<file path="config.mk">
export PLATFORM = sky130hd
export DESIGN_NAME = rd_skew_control
export DESIGN_NICKNAME = d
export VERILOG_FILES = /design/src/rtl/rd_skew_control.sv
export SDC_FILE = /design/constraint.sdc
export NUM_CORES = 1
export LEC_CHECK = 0
export BUFFER_PORTS_ARGS = -buffer_cell sky130_fd_sc_hd__buf_2
export CAP_MARGIN = 15
export CORE_ASPECT_RATIO = 0.7
export CORE_MARGIN = 5
export CORE_UTILIZATION = 53
export DETAILED_ROUTE_END_ITERATION = 6
export PLACE_DENSITY = 0.78
export SLEW_MARGIN = 20
export SYNTH_ARGS = -nofsm -noshare
export SYNTH_HDL_FRONTEND = slang
export SYNTH_SLANG_ARGS = --single-unit
export TNS_END_PERCENT = 20
</file>
<file path="constraint.sdc">
create_clock -name clk -period 4.3 [get_ports clk]
set_input_delay 0.645 -clock clk [delete_from_list [all_inputs] [get_ports clk]]
set_output_delay 0.645 -clock clk [all_outputs]
set_load 0.01 [all_outputs]
</file>
<file path="src/rtl/rd_skew_control.sv">
// Skewed read sequencer: diagonal rd_en/rd_addr wavefront into the systolic array, then wr_active and done pulses.
// Latency: start sampled at E0, lane 0 reads the cycle after (t=0); wr_active at t=WR_DELAY, done at max(num_rows+WIDTH_HEIGHT-1, WR_DELAY+1).
// Backpressure: none downstream; start is honoured only while busy==0 (IDLE or the done cycle), otherwise dropped.
// Optional build macro RD_SKEW_ABORT_EN adds an abort input that cancels a running sequence without a done pulse.
module rd_skew_control #(
  parameter int WIDTH_HEIGHT = 16,
  parameter int ADDR_WIDTH   = 8,
  parameter int WR_DELAY     = WIDTH_HEIGHT + 1
) (
  input  logic                               clk,
  input  logic                               reset_n,
`ifdef RD_SKEW_ABORT_EN
  input  logic                               abort,
`endif
  input  logic                               start,
  input  logic [ADDR_WIDTH-1:0]              base_addr,
  input  logic [ADDR_WIDTH:0]                num_rows,
  output logic                               busy,
  output logic                               done,
  output logic [WIDTH_HEIGHT-1:0]            rd_en,
  output logic [WIDTH_HEIGHT*ADDR_WIDTH-1:0] rd_addr,
  output logic                               wr_active
);

  // Counter must hold the largest done time without wrapping.
  localparam int RD_SPAN = (1 << ADDR_WIDTH) + WIDTH_HEIGHT;
  localparam int T_MAX   = (RD_SPAN > WR_DELAY + 2) ? RD_SPAN : WR_DELAY + 2;
  localparam int CNT_W   = $clog2(T_MAX + 1);

  typedef enum logic [1:0] {IDLE, READ, WAIT, DONE} state_t;

  state_t                  state;
  logic [CNT_W-1:0]        cnt;
  logic [ADDR_WIDTH-1:0]   base_q;
  logic [ADDR_WIDTH:0]     nrows_q;

  logic                               accept;
  logic [ADDR_WIDTH-1:0]              base_sel;
  logic [ADDR_WIDTH:0]                nr_sel;
  logic [CNT_W-1:0]                   t_nxt;
  logic [CNT_W-1:0]                   nr_ext;
  logic [CNT_W-1:0]                   t_last_rd;
  logic [CNT_W-1:0]                   t_done;
  logic [WIDTH_HEIGHT-1:0]            rd_en_nxt;
  logic [WIDTH_HEIGHT*ADDR_WIDTH-1:0] rd_addr_nxt;
  logic                               wr_nxt;
  logic                               done_nxt;
  logic                               busy_nxt;
  state_t                             state_nxt;

  // Next-cycle view of the wavefront: t_nxt is the cycle index the registered outputs will show.
  always_comb begin
    accept      = start && ((state == IDLE) || (state == DONE));
    base_sel    = accept ? base_addr : base_q;
    nr_sel      = accept ? num_rows : nrows_q;
    t_nxt       = accept ? '0 : cnt + CNT_W'(1);
    nr_ext      = CNT_W'(nr_sel);
    // Last lane reads at num_rows+WIDTH_HEIGHT-2; only meaningful when num_rows != 0.
    t_last_rd   = nr_ext + CNT_W'(WIDTH_HEIGHT - 2);
    if (nr_sel == '0)
      t_done = '0;
    else if (t_last_rd > CNT_W'(WR_DELAY))
      t_done = t_last_rd + CNT_W'(1);
    else
      t_done = CNT_W'(WR_DELAY + 1);
    rd_en_nxt   = '0;
    rd_addr_nxt = '0;
    for (int i = 0; i < WIDTH_HEIGHT; i++) begin
      rd_en_nxt[i] = (t_nxt >= CNT_W'(i)) && (t_nxt < nr_ext + CNT_W'(i));
      rd_addr_nxt[i*ADDR_WIDTH +: ADDR_WIDTH] =
        rd_en_nxt[i] ? (base_sel + ADDR_WIDTH'(t_nxt) - ADDR_WIDTH'(i)) : '0;
    end
    wr_nxt    = (nr_sel != '0) && (t_nxt == CNT_W'(WR_DELAY));
    done_nxt  = (t_nxt == t_done);
    busy_nxt  = (t_nxt < t_done);
    if (done_nxt)
      state_nxt = DONE;
    else if (t_nxt <= t_last_rd)
      state_nxt = READ;
    else
      state_nxt = WAIT;
  end

  // Sequencer FSM with registered outputs; DONE falls back to IDLE unless a new start arrives.
  always_ff @(posedge clk or negedge reset_n) begin
    if (!reset_n) begin
      state     <= IDLE;
      cnt       <= '0;
      base_q    <= '0;
      nrows_q   <= '0;
      busy      <= 1'b0;
      done      <= 1'b0;
      rd_en     <= '0;
      rd_addr   <= '0;
      wr_active <= 1'b0;
    end
`ifdef RD_SKEW_ABORT_EN
    else if (abort && (state != IDLE)) begin
      // Cancel silently: no done pulse for an aborted sequence.
      state     <= IDLE;
      busy      <= 1'b0;
      done      <= 1'b0;
      rd_en     <= '0;
      rd_addr   <= '0;
      wr_active <= 1'b0;
    end
`endif
    else if (accept || (state == READ) || (state == WAIT)) begin
      if (accept) begin
        base_q  <= base_addr;
        nrows_q <= num_rows;
      end
      state     <= state_nxt;
      cnt       <= t_nxt;
      busy      <= busy_nxt;
      done      <= done_nxt;
      rd_en     <= rd_en_nxt;
      rd_addr   <= rd_addr_nxt;
      wr_active <= wr_nxt;
    end else begin
      state     <= IDLE;
      busy      <= 1'b0;
      done      <= 1'b0;
      rd_en     <= '0;
      rd_addr   <= '0;
      wr_active <= 1'b0;
    end
  end

endmodule

</file>
==> key figures <==
Place
  • DP Cell Count: 1698
  • Post-DP HPWL: between 20 and 30 mm
  • Port bufs: 166
  • Setup slack at placement: 0.0940 ns
  • Placer Congestion: 1.01

Timing
  • Fin. Hold Viols: 0
  • Skew final: 0.0139 ns
  • Crit path time final: around 4 ns
  • Slew of the pin with the lowest slew margin: 1.08 ns
  • Maximum clock frequency: 245 MHz
  • Rel. slew slack: 0.273
  • Slew Limit Fails: 0
  • Setup WS post-layout: 0.224 ns
  • Final worst-path cycle share: 0.948
  • Setup TNS: 0 ns
  • Endpoints failing setup: 0
  • Unrepaired setup endpoints after global routing: true

Detailed routing
  • Routed Antenna Nets: 0
  • Detailed-route DRC error count: 0
  • Routed length per instance: ~20 um
  • First drt pass iteration count: 6
  • Initial DRC Count: 981
  • Via count: 10000
  • Post-Route WL: 35.3 mm
  • Vias per cell: 5.78

Final layout
  • Most common cell after layout, fill and taps aside: nor2_1
  • Layout cells sized above 1: 0.212
  • Final std cells w/o fill: ~1700
  • Layout Nets: roughly 1600
  • ANT cells: 0
  • Area added between synthesis and finish: 17.3%
  • Fill count: 1807
  • Commonest non-fill, non-tap cells in the layout: nor2_1, dfrtp_1, buf_2

Clock tree
  • Worst-skew pair later-pin latency: 0.44 ns
  • Num CTS Buffers: 17
  • Clk slew on worst S/H paths: roughly 0.08 ns
  • CTS tree: yes
  • Htree depth: 4
  • CTS sink cnt: roughly 180
  • CTS root buf: clkbuf_16
  • Hold buffers post-CTS: 0
  • Clk buf depth: 2

Critical path
  • Req. time, crit path: 4.66 ns
  • CP Max Fanout: 9
  • Slowest Stage Delay on Critical Path: 0.50 ns
  • Top Family by Delay on Critical Path: compound AO/OA/AOI/OAI gates
  • WS Path Type: reg2reg
  • Crit-path cells: ha_2 > nand2_2 > nand2_1 > nand2_2 > inv_2 > ha_2 > a21oi_2 > xnor2_2 > ha_1 > and3_1 > a221o_1 > nor3_1 > o41ai_2 > a211o_1 > nor2_1
  • Crit-path slowest cell: a211o_1
  • Type of origin of the critical path: flip-flop
  • Worst Path Buf+Inv: 1
  • Worst EP arrival: 4.43 ns
  • Crit end category: flip-flop

Global routing
  • Initial antenna violation count: 0
  • GRT Overall Usage: 0.278
  • Vias in the first global route: around 9700
  • GR Overflow Total: 0
  • Global-route wire length before repair: 55.0 mm
  • Largest net degree at the start of global routing: 112

Logic synthesis
  • Syn nets: 1423
  • Post-synth EDFFs: 0
  • Predominant post-synthesis flop cell: dfrtp_1
  • Largest family of logic cells by synthesized area: adder cells
  • Yosys warns: 0
  • Share of flip-flops with an asynchronous set or reset: 1.00
  • Simple-Gate Fraction of Synth Area: 0.158
  • Synth cell types: 85
  • Post-synthesis mux area share: 0.00977
  • Gate Count Post-Synth: 1248
  • Syn Area/Cell: 9.44 um2
  • Post-Synthesis Cell Area: approximately 12000 um2
  • Sequential share of the synthesized area: 0.372
  • Adder-cell area share of the yosys netlist: 0.165
  • Post-Synth XOR/XNOR Area: 0.121
  • Synth Area in Compound Gates: 0.132
  • Yosys reg bits: around 180

Job
  • Max Cap Violations: 0

Floorplanning
  • Die width: around 190 um
  • Placeable Area: 21800 um2
  • DIE AREA: 25400 um2
  • Die Y: 135 um
  • Initial Utilization: 0.541
  • Rows: 45
  • Num ports: between 150 and 200

Status
  • Status: complete, no violations

Worst hold path
  • Worst hold path class: in2async
[synthesized netlist by cell type (6+ instances only)]
cell,instances,area [um2]
xor2_1,31,272
a21oi_1,42,210
buf_6,6,67.6
a211o_1,6,52.6
o21ai_0,43,215
a211oi_1,20,150
and3_1,6,37.5
buf_2,18,90.1
nor3_1,16,80.1
xnor2_1,125,1090
nand3_1,17,85.1
a21o_1,22,165
nand2_1,124,465
o211ai_2,7,87.6
o21a_1,16,120
and2_1,8,50.1
a21boi_0,7,52.6
nor2_1,194,728
ha_1,154,1930
o211ai_1,10,75.1
dfrtp_1,175,4380
nor2b_1,16,100
clkbuf_1,13,48.8
inv_1,57,214
[cell families after synthesis]
group                    Yosys count
adder cells (fa/ha/maj)          155
AND/OR/NAND/NOR                  421
multiplexers                       9
buffers and inverters            112
AO/OA/AOI/OAI                    217
XOR/XNOR                         159
flip-flops                       175
[area by class of cell]
| cell class | instances | area, um2 | share of cell area |
|---|---|---|---|
| clock buffer | 19 | 453 | 0.0328 |
| tap | 282 | 353 | 0.0255 |
| clock inverter | 13 | 168 | 0.0121 |
| inverter | 66 | 256 | 0.0186 |
| multi-input combinational | 961 | 6950 | 0.503 |
| timing repair buffer | 218 | 1250 | 0.0909 |
| sequential | 175 | 4380 | 0.317 |
[sequential cells by signal, summed over array words and instances (netlist names)]
name and cells:
rd_addr 128, rd_en 16, cnt 9, nrows_q 9, base_q 8, state 2
busy 1, done 1, wr_active 1
[path summary, 6_finish.rpt]
| check | from | end | slack [ns] | depth (start not counted) |
|---|---|---|---|---|
| max | state[1] | rd_addr[115] | 0.22 | 15 |
| min | reset_n | cnt[5] | 0.31 | 1 |
| max reg2reg | state[1] | rd_addr[115] | 0.22 | 15 |
| min reg2reg | base_q[1] | base_q[1] | 0.47 | 2 |
| max in group asynchronous | reset_n | rd_addr[34] | 3.09 | 2 |
| min in group clk | base_addr[6] | base_q[6] | 0.43 | 3 |
[stage by stage]
step | utilization | hold slack, ns | instance area [um2]
after global routing | 0.634 | 0.385 | 13800
final | 0.634 | 0.310 | 13800
after floorplan | - | 0.349 | 11800
after detailed placement | 0.603 | 0.462 | 13100
after global placement | 0.603 | 0.452 | 13100
after CTS | 0.631 | 0.379 | 13700
[layer usage]
metal	GRT usage	share of wire	vias to the layer above
met5	0	0	-
met4	0.0770	0.023	0
met3	0.0837	0.11	78
met2	0.401	0.42	539
met1	0.407	0.45	4806
li1	-	-	4599
[repair_timing]
| action | 4_1_cts | 5_1_grt |
|---|---|---|
| buffers inserted | 0 | 4 |
| resized for setup | 0 | 8 |
| endpoints found under the setup margin | 0 | 30 |
Power is not shown: default switching activity piles up to over one toggle a cycle in this logic, so the estimate is an artifact.
